--- src/rtl/alu_pkg.sv ---
// alu_pkg: opcodes, response flag bit positions and scheduler FSM states shared by the ALU block.
package alu_pkg;
  localparam logic [3:0] OP_ADD       = 4'd1;
  localparam logic [3:0] OP_ADD_CARRY = 4'd2;
  localparam logic [3:0] OP_SUB       = 4'd3;
  localparam logic [3:0] OP_INC       = 4'd4;
  localparam logic [3:0] OP_DEC       = 4'd5;
  localparam logic [3:0] OP_AND       = 4'd6;
  localparam logic [3:0] OP_NOT       = 4'd7;
  localparam logic [3:0] OP_ROL       = 4'd8;
  localparam logic [3:0] OP_ROR       = 4'd9;
  localparam int FLAG_CARRY   = 4;
  localparam int FLAG_BORROW  = 3;
  localparam int FLAG_ZERO    = 2;
  localparam int FLAG_PARITY  = 1;
  localparam int FLAG_INVALID = 0;
  typedef enum logic [1:0] {IDLE, EXEC, RESP} state_t;
endpackage

--- src/rtl/alu_sched_if.sv ---
// alu_sched_if: two-requester request bus plus the single valid/ready response channel.
interface alu_sched_if #(parameter int BUS_WIDTH = 8);
  logic [1:0]             req_valid;
  logic [1:0]             req_ready;
  logic [7:0]             req_opcode;
  logic [2*BUS_WIDTH-1:0] req_a;
  logic [2*BUS_WIDTH-1:0] req_b;
  logic                   resp_valid;
  logic                   resp_ready;
  logic                   resp_id;
  logic [BUS_WIDTH-1:0]   resp_y;
  logic [4:0]             resp_flags;
  modport master (
    output req_valid, req_opcode, req_a, req_b, resp_ready,
    input  req_ready, resp_valid, resp_id, resp_y, resp_flags
  );
  modport slave (
    input  req_valid, req_opcode, req_a, req_b, resp_ready,
    output req_ready, resp_valid, resp_id, resp_y, resp_flags
  );
endinterface

--- src/rtl/alu.sv ---
// alu: combinational ALU; flags are {carry_out, borrow, zero, parity, invalid_op}.
module alu
  import alu_pkg::*;
#(
    parameter int BUS_WIDTH = 8
) (
    input  logic [3:0]           opcode,
    input  logic [BUS_WIDTH-1:0] a,
    input  logic [BUS_WIDTH-1:0] b,
    input  logic                 carry_in,
    output logic [BUS_WIDTH-1:0] y,
    output logic [4:0]           flags
);
    logic co, bo, inv;
    always_comb begin
        y   = '0;
        co  = 1'b0;
        bo  = 1'b0;
        inv = 1'b0;
        case (opcode)
            OP_ADD:       {co, y} = {1'b0, a} + {1'b0, b};
            OP_ADD_CARRY: {co, y} = {1'b0, a} + {1'b0, b} + (BUS_WIDTH+1)'(carry_in);
            OP_SUB:       begin y = a - b; bo = a < b; end
            OP_INC:       {co, y} = {1'b0, a} + (BUS_WIDTH+1)'(1);
            OP_DEC:       begin y = a - BUS_WIDTH'(1); bo = a == '0; end
            OP_AND:       y = a & b;
            OP_NOT:       y = ~a;
            OP_ROL:       y = {a[BUS_WIDTH-2:0], a[BUS_WIDTH-1]};
            OP_ROR:       y = {a[0], a[BUS_WIDTH-1:1]};
            default:      inv = 1'b1;
        endcase
    end
    // invalid ops report only invalid_op so a zero result is not mistaken for a real one
    assign flags = {co, bo, ~inv & ~|y, ^y, inv};
endmodule

--- src/rtl/alu_rr_arb2.sv ---
// alu_rr_arb2: two-way round-robin grant; last remembers which requester won most recently.
module alu_rr_arb2 (
    input  logic       clk,
    input  logic       rst_n,
    input  logic       en,
    input  logic [1:0] valid,
    output logic [1:0] grant
);
    logic last;
    always_comb begin
        grant[0] = en & valid[0] & (~valid[1] | last);
        grant[1] = en & valid[1] & (~valid[0] | ~last);
    end
    always_ff @(posedge clk or negedge rst_n)
        if (!rst_n) last <= 1'b1;
        else if (|grant) last <= grant[1];
endmodule

--- src/rtl/alu_sched.sv ---
// alu_sched: arbitrates two requesters onto one ALU, keeps a carry flag per requester,
// and returns registered results over a valid/ready response channel.
module alu_sched
  import alu_pkg::*;
#(
    parameter int BUS_WIDTH = 8
) (
    input  logic       clk,
    input  logic       rst_n,
    alu_sched_if.slave bus,
    output logic [7:0] invalid_count
);
    state_t               state;
    logic [3:0]           op;
    logic [BUS_WIDTH-1:0] a, b, alu_y;
    logic                 id;
    logic [1:0]           carry_flag, grant;
    logic [4:0]           alu_flags;

    alu_rr_arb2 u_arb (
        .clk   (clk),
        .rst_n (rst_n),
        .en    (state == IDLE && rst_n),
        .valid (bus.req_valid),
        .grant (grant)
    );
    assign bus.req_ready = grant;

    alu #(.BUS_WIDTH(BUS_WIDTH)) u_alu (
        .opcode   (op),
        .a        (a),
        .b        (b),
        .carry_in (carry_flag[id]),
        .y        (alu_y),
        .flags    (alu_flags)
    );

    always_ff @(posedge clk or negedge rst_n)
        if (!rst_n) begin
            state          <= IDLE;
            op             <= '0;
            a              <= '0;
            b              <= '0;
            id             <= 1'b0;
            carry_flag     <= '0;
            invalid_count  <= '0;
            bus.resp_valid <= 1'b0;
            bus.resp_id    <= 1'b0;
            bus.resp_y     <= '0;
            bus.resp_flags <= '0;
        end else
            case (state)
                IDLE: if (|grant) begin
                    op    <= grant[1] ? bus.req_opcode[7:4] : bus.req_opcode[3:0];
                    a     <= grant[1] ? bus.req_a[2*BUS_WIDTH-1:BUS_WIDTH] : bus.req_a[BUS_WIDTH-1:0];
                    b     <= grant[1] ? bus.req_b[2*BUS_WIDTH-1:BUS_WIDTH] : bus.req_b[BUS_WIDTH-1:0];
                    id    <= grant[1];
                    state <= EXEC;
                end
                EXEC: begin
                    bus.resp_y     <= alu_y;
                    bus.resp_flags <= alu_flags;
                    bus.resp_id    <= id;
                    bus.resp_valid <= 1'b1;
                    // an invalid op leaves the requester's carry chain intact
                    if (!alu_flags[FLAG_INVALID]) carry_flag[id] <= alu_flags[FLAG_CARRY];
                    else if (invalid_count != 8'hFF) invalid_count <= invalid_count + 8'd1;
                    state <= RESP;
                end
                RESP: if (bus.resp_ready) begin
                    bus.resp_valid <= 1'b0;
                    state          <= IDLE;
                end
                default: state <= IDLE;
            endcase
endmodule

--- src/flat_wrapper.sv ---
// flat-port wrapper written by rule: the top's interface ports become plain ports
module alu_sched_flat import alu_pkg::*;
#(
    parameter int BUS_WIDTH = 8
)
  (clk, rst_n, invalid_count, bus_req_valid, bus_req_opcode, bus_req_a, bus_req_b, bus_resp_ready, bus_req_ready, bus_resp_valid, bus_resp_id, bus_resp_y, bus_resp_flags);
  alu_sched_if #(.BUS_WIDTH(BUS_WIDTH)) bus_i ();
  input  logic clk;
  input  logic rst_n;
  output logic [7:0] invalid_count;
  input wire logic [$bits(bus_i.req_valid)-1:0] bus_req_valid;
  input wire logic [$bits(bus_i.req_opcode)-1:0] bus_req_opcode;
  input wire logic [$bits(bus_i.req_a)-1:0] bus_req_a;
  input wire logic [$bits(bus_i.req_b)-1:0] bus_req_b;
  input wire logic [$bits(bus_i.resp_ready)-1:0] bus_resp_ready;
  output wire logic [$bits(bus_i.req_ready)-1:0] bus_req_ready;
  output wire logic [$bits(bus_i.resp_valid)-1:0] bus_resp_valid;
  output wire logic [$bits(bus_i.resp_id)-1:0] bus_resp_id;
  output wire logic [$bits(bus_i.resp_y)-1:0] bus_resp_y;
  output wire logic [$bits(bus_i.resp_flags)-1:0] bus_resp_flags;
  assign bus_i.req_valid = bus_req_valid;
  assign bus_i.req_opcode = bus_req_opcode;
  assign bus_i.req_a = bus_req_a;
  assign bus_i.req_b = bus_req_b;
  assign bus_i.resp_ready = bus_resp_ready;
  assign bus_req_ready = bus_i.req_ready;
  assign bus_resp_valid = bus_i.resp_valid;
  assign bus_resp_id = bus_i.resp_id;
  assign bus_resp_y = bus_i.resp_y;
  assign bus_resp_flags = bus_i.resp_flags;
  alu_sched #(.BUS_WIDTH(BUS_WIDTH)) u_core (.clk(clk), .rst_n(rst_n), .bus(bus_i), .invalid_count(invalid_count));
endmodule
--- config.mk ---
export PLATFORM = sky130hd
export DESIGN_NAME = alu_sched_flat
export DESIGN_NICKNAME = d
export VERILOG_FILES = /design/src/rtl/alu_pkg.sv /design/src/rtl/alu_sched_if.sv /design/src/rtl/alu.sv /design/src/rtl/alu_rr_arb2.sv /design/src/rtl/alu_sched.sv /design/src/flat_wrapper.sv
export SDC_FILE = /design/constraint.sdc
export NUM_CORES = 1
export LEC_CHECK = 0
export BUFFER_PORTS_ARGS = -buffer_cell sky130_fd_sc_hd__clkbuf_2
export CELL_PAD_IN_SITES_DETAIL_PLACEMENT = 1
export CELL_PAD_IN_SITES_GLOBAL_PLACEMENT = 2
export CORE_MARGIN = 5
export CORE_UTILIZATION = 36
export DETAILED_ROUTE_END_ITERATION = 7
export GPL_TIMING_DRIVEN = 0
export PLACE_DENSITY = 0.79
export SLEW_MARGIN = 20
export SYNTH_ARGS = -nofsm -noshare
export SYNTH_HDL_FRONTEND = slang
export SYNTH_HIERARCHICAL = 1
export SYNTH_SLANG_ARGS = --single-unit
--- constraint.sdc ---
create_clock -name clk -period 4.65 [get_ports clk]
set_input_delay 0.6975 -clock clk [delete_from_list [all_inputs] [get_ports clk]]
set_output_delay 0.6975 -clock clk [all_outputs]
set_load 0.005 [all_outputs]
==> results.ini, run 1 <==
[grt]
grt_antenna_before_repair=0
track_usage_pct=17.2
grt_pass1_wl_um=19900
overflow=0
grt_pass1_vias=3794
grt_max_degree=51

[clocking]
cts_tree=built
post_cts_buffers=0
ctsHoldBuffers=0
clk_latency_ns=0.30
root_buffer=clkbuf_16
clock-sinks=49
ctsResizeCount=0
cts_max_level=2
cts_made_buffers=5
clk_pin_slew_ns=0.07
clk_path_buf_depth=2

[synthesis]
syn_area_um2=4210
synthCells=439
synth_cell_type_count=72
syn_nets=512
synth_fa_ha_area_share_pct=8.68
synth-main-ff-cell=dfrtp_1
synth_mux_area_share_pct=17.5
synth_compound_area_share_pct=16.4
syn_avg_cell_area_um2=9.58
synth_top_family_by_area=multiplexers
seq_area_frac_synth_pct=29.2
synth-simple-area-share_pct=15.4
synth_edf_count=0
synthArstFlopShare_pct=100
ys_ff_latch=49
yosys_warnings=6
synth_xor_area_share_pct=6.04

[power]
p_comb_share_pct=71.5
power_density_nw_per_um2=853
seqPwrFrac_pct=19.7
intPower_uw=2140
switching_share_pct=48.6
switchingPower_uw=2020
power.total_uw=4160
peakVddDrop_v=0.000351
p_clk_share_pct=8.8
power_leakage_uw=0.00222

[place]
io_buffers=69
post-dp-hpwl_um=9640
dp.cells=651
gp_congestion=0.860

[worst_setup_path]
endpoint_kind=register
crit_fanout=12
critical_path.top_delay_family=adder cells
path_common_cell=xnor2_1
crit_path_end=u_core/bus.resp_flags[1]
crit_path_cell_trace=inv_1 > fa_1 > o21bai_2 > a21oi_2 > xnor2_1 > nor3_2 > mux2i_1 > a221oi_1 > ha_1 > xor2_1 > xnor2_1 > mux2_1
r2r_setup_slack_ns=0.80
start_kind=register
critPathKind=reg2reg
r2r_start=u_core/a[1]
cp_slowest_cell=dfrtp_1
cp.depth=12
ff2ff_path_depth=12
startpoint=u_core/a[1]
max_stage_delay_ns=0.64
crit_arrival_ns=4.03
worst_ep_required_time_ns=4.83
r2r_end=u_core/bus.resp_flags[1]
path_buf_inv=1

[sta]
finalMaxSlewViolations=0
fmax_mhz=260
finalSetupViolCount=0
tightest_slew_ns=0.786
fin_crit_sh_pct=82.8
clock_skew_ns=0.00339
slew_headroom_pct=47.2
rsz0062_at_grt=no
holdWs_ns=0.470
setup_tns_ns=0
min_period_ns=3.85
hold_viol=0

[layout]
nFillCells=1358
nets=588
drive_above_1_share_pct=31.2
mostFrequentLayoutCell=clkbuf_2
final_cell_mix=68 x clkbuf_2, 48 x dfrtp_1, 39 x mux2_2
ff_latch_area_um2=1230
layout.cells.non_filler=659
multi_input_area_um2=2700
antennaDiodeCount=0
area_delta_synth_final_pct=15.9

[route]
first_iter_violations=121
vias=3557
drt-total-wl_um=11900
drc_errors=0
ant_nets=0
drtPass1Iterations=4
via_per_inst=5.40
routedWlPerCell_um=18.0

[die]
fp-row-count=39
core_um2=11400
die_width_um=118
pin_count=70
fp.dieH_um=118
start_util_pct=36.9
dieArea_um2=14000

[run_status]
status=finished clean

[hold_path]
hp-class=in2async

[job]
drv_cap=0

## logic make-up after synthesis
kind of cell             after synthesis
AND/OR/NAND/NOR                      114
adder cells (fa/ha/maj)               28
flip-flops                            49
buffers and inverters                 56
AO/OA/AOI/OAI                         97
multiplexers                          66
XOR/XNOR                              29
## metal layers
metal	up-vias	wire length [um]	GRT usage (%)
li1	1731	-	-
met1	1764	5580	23.5
met2	51	5830	28.7
met3	11	296	2.26
met4	0	177	4.52
met5	-	0	0
## cell type report
class / instances / share of cell area [%]
timing repair buffer: 69 / 7.13
sequential: 49 / 25.2
tap: 143 / 3.67
buffer: 27 / 3.59
clock buffer: 6 / 2.64
inverter: 29 / 2.23
multi-input combinational: 334 / 55.3
clock inverter: 2 / 0.282
## registers in the layout (all words and copies together), names as in the netlist, 2 cells and up
name,count
u_core/bus.resp_y,8
u_core/op,4
u_core/a,8
u_core/state,2
u_core/bus.resp_flags,5
u_core/invalid_count,8
u_core/carry_flag,2
u_core/b,8
## per-stage QoR
step	utilization (%)	setup slack, ns	instance area [um2]
2_1_floorplan	-	1.37	4210
3_3_place_gp	41.4	0.814	4730
3_5_place_dp	41.5	0.797	4730
4_1_cts	42.7	0.778	4880
5_1_grt	42.7	0.406	4880
6_report	42.7	0.800	4880
## Yosys cell counts (3+ instances only)
master	number	area (um2)
dfrtp_1	48	1200
mux2_2	39	439
ha_1	26	325
inv_1	26	97.6
nand2_1	26	97.6
a21oi_1	23	115
nor2_1	23	86.3
mux2_1	22	248
o21ai_0	17	85.1
xnor2_1	17	149
xor2_1	12	105
buf_2	8	40.0
nand3_1	8	40.0
buf_4	7	52.6
nor3_1	7	35.0
a221oi_1	6	52.6
buf_6	5	56.3
clkbuf_1	5	18.8
mux2i_1	5	50.1
nand3b_1	5	37.5
a211oi_1	4	30.0
a21o_1	4	30.0
a21oi_2	4	35.0
a31oi_1	4	25.0
and3_1	4	25.0
and4_1	4	35.0
nand2b_1	4	25.0
nand4_1	4	25.0
nor2b_1	4	25.0
o22ai_1	4	25.0
or3_1	4	25.0
a221o_1	3	30.0
and2_1	3	18.8
inv_2	3	11.3
nor3b_1	3	22.5
nor3b_2	3	37.5
o211ai_1	3	22.5
## power groups by stage
stage / clock, uW / combinational [uW] / sequential (uW)
2_1_floorplan: 0 / 2240 / 770
5_1_grt: 393 / 3300 / 855
3_3_place_gp: 0 / 2930 / 821
6_report: 365 / 2980 / 819
3_5_place_dp: 0 / 2990 / 833
4_1_cts: 379 / 3010 / 825
## worst min-delay path by stage
stage / to / slack, ns
after floorplan: u_core/a[0] / 0.40
after global placement: u_core/op[1] / 0.46
after detailed placement: u_core/op[1] / 0.47
after CTS: u_core/op[1] / 0.49
after global routing: u_core/bus.resp_y[3] / 0.51
final: u_core/b[6] / 0.47
No activity file was read; power rests on OpenSTA's default activity.
==> run 2, diff against run 1 <==
==> constraint.sdc (replaced) <==
create_clock -name clk -period 4.01 [get_ports clk]
set_input_delay 0.6015 -clock clk [delete_from_list [all_inputs] [get_ports clk]]
set_output_delay 0.6015 -clock clk [all_outputs]
set_load 0.005 [all_outputs]
==> run 2 against run 1 <==
Against the previous run: total power is 16% higher; utilization is 0.077 points higher; hold slack worse by 0.094 ns; die area stayed put; via count is 0.22% lower; largest cell class unchanged.
==> results.ini, run 2 (synthesis gave the netlist of run 1 again) <==
[clocking]
cts_tree=built  ; unchanged
clock-sinks=49  ; unchanged
post_cts_buffers=0  ; unchanged
root_buffer=clkbuf_16  ; unchanged
cts_made_buffers=5  ; unchanged
clk_latency_ns=0.29  ; was 0.30 ns
ctsHoldBuffers=0  ; unchanged
cts_max_level=2  ; unchanged
clk_pin_slew_ns=0.07  ; about the same
clk_path_buf_depth=2  ; unchanged

[die]
fp.dieH_um=118  ; unchanged
die_width_um=118  ; unchanged
start_util_pct=36.9  ; unchanged
fp-row-count=39  ; unchanged
dieArea_um2=14000  ; unchanged
pin_count=70  ; unchanged
core_um2=11400  ; unchanged

[layout]
mostFrequentLayoutCell=clkbuf_2  ; unchanged
postLayoutCoreUtil_pct=42.8  ; was 42.7%
nets=588  ; unchanged
final_area_um2=4890  ; was 4880 um2
drive_above_1_share_pct=31.6  ; was 31.2%
final_cell_mix=68 x clkbuf_2, 47 x dfrtp_1, 39 x mux2_2  ; was 68 x clkbuf_2, 48 x dfrtp_1, 39 x mux2_2
antennaDiodeCount=0  ; unchanged
area_delta_synth_final_pct=16.1  ; was 15.9%

[hold_path]
hp-class=in2async  ; unchanged

[place]
post-dp-hpwl_um=9640  ; unchanged
dpl-instance-area_um2=4730  ; unchanged
gp_congestion=0.860  ; unchanged
io_buffers=69  ; unchanged

[sta]
holdWs_ns=0.376  ; was 0.470 ns
setup_tns_ns=0  ; unchanged
fin_crit_sh_pct=92.8  ; was 82.8%
finalSetupViolCount=0  ; unchanged
rsz0062_at_grt=no  ; unchanged
finalMaxSlewViolations=0  ; unchanged
hold_viol=0  ; unchanged
fmax_mhz=269  ; was 260 MHz
min_period_ns=3.72  ; was 3.85 ns
clock_skew_ns=0.00343  ; was 0.00339 ns
tightest_slew_ns=0.799  ; was 0.786 ns
slew_headroom_pct=46.3  ; was 47.2%

[route]
drt-total-wl_um=11900  ; about the same
vias=3549  ; was 3,557
first_iter_violations=125  ; was 121
routedWlPerCell_um=18.0  ; about the same
via_per_inst=5.39  ; was 5.40
ant_nets=0  ; unchanged
drc_errors=0  ; unchanged
drtPass1Iterations=4  ; unchanged

[worst_setup_path]
path_common_cell=xnor2_1  ; unchanged
crit_arrival_ns=3.90  ; was 4.03 ns
r2r_setup_slack_ns=0.29  ; was 0.80 ns
max_stage_delay_ns=0.42  ; was 0.64 ns
ff2ff_path_depth=15  ; was 12
crit_fanout=8  ; was 12
critPathKind=reg2reg  ; unchanged
r2r_end=u_core/bus.resp_flags[1]  ; unchanged
endpoint_kind=register  ; unchanged
worst_ep_required_time_ns=4.19  ; was 4.83 ns
cp_slowest_cell=dfrtp_1  ; unchanged
r2r_start=u_core/a[0]  ; was u_core/a[1]
start_kind=register  ; unchanged
crit_path_cell_trace=clkbuf_1 > inv_1 > ha_1 > inv_1 > fa_1 > a21o_1 > a21oi_1 > o21bai_1 > a21oi_1 > xnor2_1 > a221oi_1 > ha_1 > xnor2_1 > xnor2_1 > mux2_1  ; was inv_1 > fa_1 > o21bai_2 > a21oi_2 > xnor2_1 > nor3_2 > mux2i_1 > a221oi_1 > ha_1 > xor2_1 > xnor2_1 > mux2_1

[power]
power_density_nw_per_um2=990  ; was 853 nW/um2
peakVddDrop_v=0.000405  ; was 0.000351 V
power_leakage_uw=0.00222  ; about the same

[grt]
track_usage_pct=17.2  ; unchanged
grt_max_degree=51  ; unchanged
grt_antenna_before_repair=0  ; unchanged
grt_pass1_wl_um=19900  ; unchanged
grt_pass1_vias=3794  ; unchanged
overflow=0  ; unchanged

[job]
drv_cap=0  ; unchanged

[run_status]
status=finished clean  ; unchanged

-- run 2: cell count changes in the layout (fill, tap and decap cells not counted) --
| cell | previous run | this run |
|---|---|---|
| dfrtp_1 | 48 | 47 |
| xnor2_1 | 17 | 16 |
| xnor2_2 | 0 | 1 |
| dfrtp_2 | 0 | 1 |
-- run 2: how the worst max path moves through the flow --
stage | from | end | slack (ns) | cells after the start
floorplan | u_core/a[1] | u_core/bus.resp_flags[1] | 0.73 | 13
global placement | u_core/a[1] | u_core/bus.resp_flags[1] | 0.17 | 12
detailed placement | u_core/a[1] | u_core/bus.resp_flags[1] | 0.16 | 12
CTS | u_core/a[1] | u_core/bus.resp_flags[1] | 0.14 | 12
global route | u_core/a[0] | u_core/bus.resp_flags[1] | 0.04 | 15
finish | u_core/a[0] | u_core/bus.resp_flags[1] | 0.29 | 15
-- run 2: power breakdown --
group | switching (uW) | internal [uW] | leakage [uW] | total [uW]
sequential | 232 | 720 | 0.000608 | 951
clock | 190 | 233 | 0.0000712 | 423
combinational | 1920 | 1540 | 0.00155 | 3460
-- run 2: final cells by class --
cell class | instances | area (um2)
inverter | 29 | 109
clock buffer | 6 | 129
multi-input combinational | 334 | 2700
clock inverter | 2 | 13.8
tap | 143 | 179
timing repair buffer | 69 | 348
buffer | 27 | 175
sequential | 49 | 1230
fill | 1355 | 6530
-- run 2: critical path: cells and delay by family, from the launching register on --
kind                       cells  cell delay [ns]
AOI/OAI and AO/OA              5             1.06
xor gates and xnor gates       3             0.46
adders and majority gates      3             0.86
buffers and inverters          3             0.50
DFF                            1             0.42
muxes                          1             0.29
-- run 2: stage by stage --
stage | total power, uW | std cells | worst slack, ns
final | 4840 | 659 | 0.290
after global routing | 5290 | 659 | 0.0417
after CTS | 4880 | 659 | 0.138
after detailed placement | 4430 | 651 | 0.157
after global placement | 4350 | 651 | 0.174
after floorplan | 3490 | 439 | 0.727
-- run 2: repair_timing --
action | 4_1_cts | 5_1_grt
resized for setup | 0 | 2
setup endpoints to repair | 0 | 1
hold endpoints to repair | 0 | 0
-- run 2: metal layers --
metal,track usage [%],part of all wire [%]
met1,23.5,46
met2,28.7,49
met3,2.26,3.5
met4,4.52,1.5
met5,0,0
==> run 3, diff against run 2 <==
--- a/config.mk
+++ b/config.mk
@@ -6,13 +6,11 @@
 export NUM_CORES = 1
 export LEC_CHECK = 0
 export BUFFER_PORTS_ARGS = -buffer_cell sky130_fd_sc_hd__clkbuf_2
-export CELL_PAD_IN_SITES_DETAIL_PLACEMENT = 1
-export CELL_PAD_IN_SITES_GLOBAL_PLACEMENT = 2
 export CORE_MARGIN = 5
-export CORE_UTILIZATION = 36
+export CORE_UTILIZATION = 55
 export DETAILED_ROUTE_END_ITERATION = 7
 export GPL_TIMING_DRIVEN = 0
-export PLACE_DENSITY = 0.79
+export PLACE_DENSITY = 0.75
 export SLEW_MARGIN = 20
 export SYNTH_ARGS = -nofsm -noshare
 export SYNTH_HDL_FRONTEND = slang
==> run 3 against run 2 <==
Against the previous run: total power shrank 3.2%; first-iteration DRC count grew 98%; utilization grew 22 points; critical path depth is the same; hold slack lost 0.033 ns; worst setup slack lost 0.056 ns; clock skew grew 0.0097 ns.
==> results.ini, run 3 (synthesis gave the netlist of run 1 again) <==
[sta]
holdWs_ns=0.343  ; was 0.376 ns
tightest_slew_ns=0.765  ; was 0.799 ns
clock_skew_ns=0.0131  ; was 0.00343 ns
rsz0062_at_grt=no  ; unchanged
fmax_mhz=265  ; was 269 MHz
fin_crit_sh_pct=94.2  ; was 92.8%
slew_headroom_pct=48.6  ; was 46.3%
setup_tns_ns=0  ; unchanged
finalSetupViolCount=0  ; unchanged
finalMaxSlewViolations=0  ; unchanged
min_period_ns=3.78  ; was 3.72 ns
hold_viol=0  ; unchanged

[clocking]
root_buffer=clkbuf_8  ; was clkbuf_16
clk_path_buf_depth=2  ; unchanged
post_cts_buffers=0  ; unchanged
cts_max_level=2  ; unchanged
cts_tree=built  ; unchanged
ctsResizeCount=0  ; unchanged
clock-sinks=49  ; unchanged
clk_latency_ns=0.31  ; was 0.29 ns
cts_made_buffers=5  ; unchanged
clk_pin_slew_ns=0.11  ; was 0.07 ns
ctsHoldBuffers=0  ; unchanged

[route]
drt-total-wl_um=10500  ; was 11,900 um
first_iter_violations=247  ; was 125
routedWlPerCell_um=17.1  ; was 18.0 um
ant_nets=0  ; unchanged
vias=3629  ; was 3,549
drc_errors=0  ; unchanged
drtPass1Iterations=4  ; unchanged
via_per_inst=5.90  ; was 5.39

[power]
p_comb_share_pct=73.0  ; was 71.6%
peakVddDrop_v=0.000513  ; was 0.000405 V
intPower_uw=2370  ; was 2490 uW
switching_share_pct=49.3  ; was 48.4%
power_leakage_uw=0.00219  ; was 0.00222 uW
seqPwrFrac_pct=20.3  ; was 19.7%
p_clk_share_pct=6.8  ; was 8.7%
switchingPower_uw=2310  ; was 2340 uW
power_density_nw_per_um2=980  ; was 990 nW/um2

[grt]
grt_antenna_before_repair=0  ; unchanged
track_usage_pct=22.0  ; was 17.2%
grt_pass1_vias=3508  ; was 3,794
grt_max_degree=51  ; unchanged
overflow=0  ; unchanged
grt_pass1_wl_um=17200  ; was 19,900 um

[worst_setup_path]
crit_arrival_ns=3.98  ; was 3.90 ns
r2r_setup_slack_ns=0.23  ; was 0.29 ns
start_kind=register  ; unchanged
ff2ff_path_depth=15  ; unchanged
r2r_start=u_core/a[0]  ; unchanged
worst_ep_required_time_ns=4.21  ; was 4.19 ns
critPathKind=reg2reg  ; unchanged
crit_fanout=8  ; unchanged
r2r_end=u_core/bus.resp_flags[1]  ; unchanged
endpoint_kind=register  ; unchanged

[die]
fp-row-count=31  ; was 39
core_um2=7370  ; was 11,400 um2
start_util_pct=57.1  ; was 36.9%
fp.dieH_um=97.5  ; was 118 um
dieArea_um2=9500  ; was 14,000 um2
die_width_um=97.5  ; was 118 um
pin_count=70  ; unchanged

[place]
dp.cells=607  ; was 651
gp_congestion=0.945  ; was 0.860
post-dp-hpwl_um=8210  ; was 9640 um
io_buffers=69  ; unchanged
dpl-instance-area_um2=4680  ; was 4730 um2

[layout]
final_area_um2=4780  ; was 4890 um2
antennaDiodeCount=0  ; unchanged
nFillCells=648  ; was 1,355
mostFrequentLayoutCell=clkbuf_2  ; unchanged
layout.cells.non_filler=615  ; was 659
nets=588  ; unchanged
final_cell_mix=68 x clkbuf_2, 47 x dfrtp_1, 39 x mux2_2  ; unchanged
drive_above_1_share_pct=31.6  ; unchanged
area_delta_synth_final_pct=13.5  ; was 16.1%

[hold_path]
hp-class=in2async  ; unchanged

[job]
drv_cap=0  ; unchanged

[run_status]
status=finished clean  ; unchanged

==> run 3: cell count changes in the layout (fill, tap and decap cells not counted), sizes merged <==
| cell | before | now |
|---|---|---|
| clkinvlp | 0 | 2 |
| clkbuf | 80 | 79 |
| clkinv | 1 | 0 |
==> run 3: layout make-up <==
| class | instances | area [um2] | share of cell area (%) |
|---|---|---|---|
| Multi-Input combinational cell | 334 | 2700 | 56.5 |
| Sequential cell | 49 | 1230 | 25.7 |
| Timing Repair Buffer | 69 | 348 | 7.28 |
| Buffer | 27 | 175 | 3.67 |
| Tap cell | 99 | 124 | 2.59 |
| Inverter | 29 | 109 | 2.28 |
| Clock buffer | 5 | 68.8 | 1.44 |
| Clock inverter | 3 | 26.3 | 0.550 |
==> run 3: power groups by stage <==
| stage | clock network [uW] | logic [uW] | registers, uW |
|---|---|---|---|
| 2_1_floorplan | 0 | 2600 | 893 |
| 3_3_place_gp | 0 | 3280 | 943 |
| 3_5_place_dp | 0 | 3370 | 956 |
| 4_1_cts | 327 | 3380 | 946 |
| 5_1_grt | 346 | 3750 | 987 |
| 6_report | 318 | 3410 | 948 |
==> run 3: layer usage <==
layer	routed length (um)	vias up	global-route usage, %
met5	0	-	0
met4	86	0	4.05
met3	618	10	3.45
met2	5070	138	37.5
met1	4730	1747	29.8
li1	-	1734	-
==> run 3: per-stage QoR <==
step	util [%]	total power (uW)	worst slack, ns
2_1_floorplan	-	3490	0.727
3_5_place_dp	63.5	4320	0.173
5_1_grt	64.8	5080	0.00397
3_3_place_gp	63.5	4230	0.253
4_1_cts	64.8	4650	0.157
6_report	64.8	4680	0.235
==> run 3: worst max-delay path by stage <==
stage                     start  slack (ns)  depth (start not counted)                       end
detailed placement  u_core/a[1]        0.17                         12  u_core/bus.resp_flags[1]
finish              u_core/a[0]        0.23                         15  u_core/bus.resp_flags[1]
global route        u_core/a[0]       0.004                         15  u_core/bus.resp_flags[1]
global placement    u_core/a[1]        0.25                         12  u_core/bus.resp_flags[1]
floorplan           u_core/a[1]        0.73                         13  u_core/bus.resp_flags[1]
CTS                 u_core/a[1]        0.16                         12  u_core/bus.resp_flags[1]
==> run 3: critical path, stage by stage, from the launching register on <==
cell and delay, ns:
dfrtp_1 0.44, clkbuf_1 0.22, inv_1 0.18, ha_1 0.20, inv_1 0.06, fa_1 0.39, a21o_1 0.17, a21oi_1 0.23
o21bai_1 0.09, a21oi_1 0.25, xnor2_1 0.16, a221oi_1 0.39, ha_1 0.30, xnor2_1 0.19, xnor2_1 0.08, mux2_1 0.29
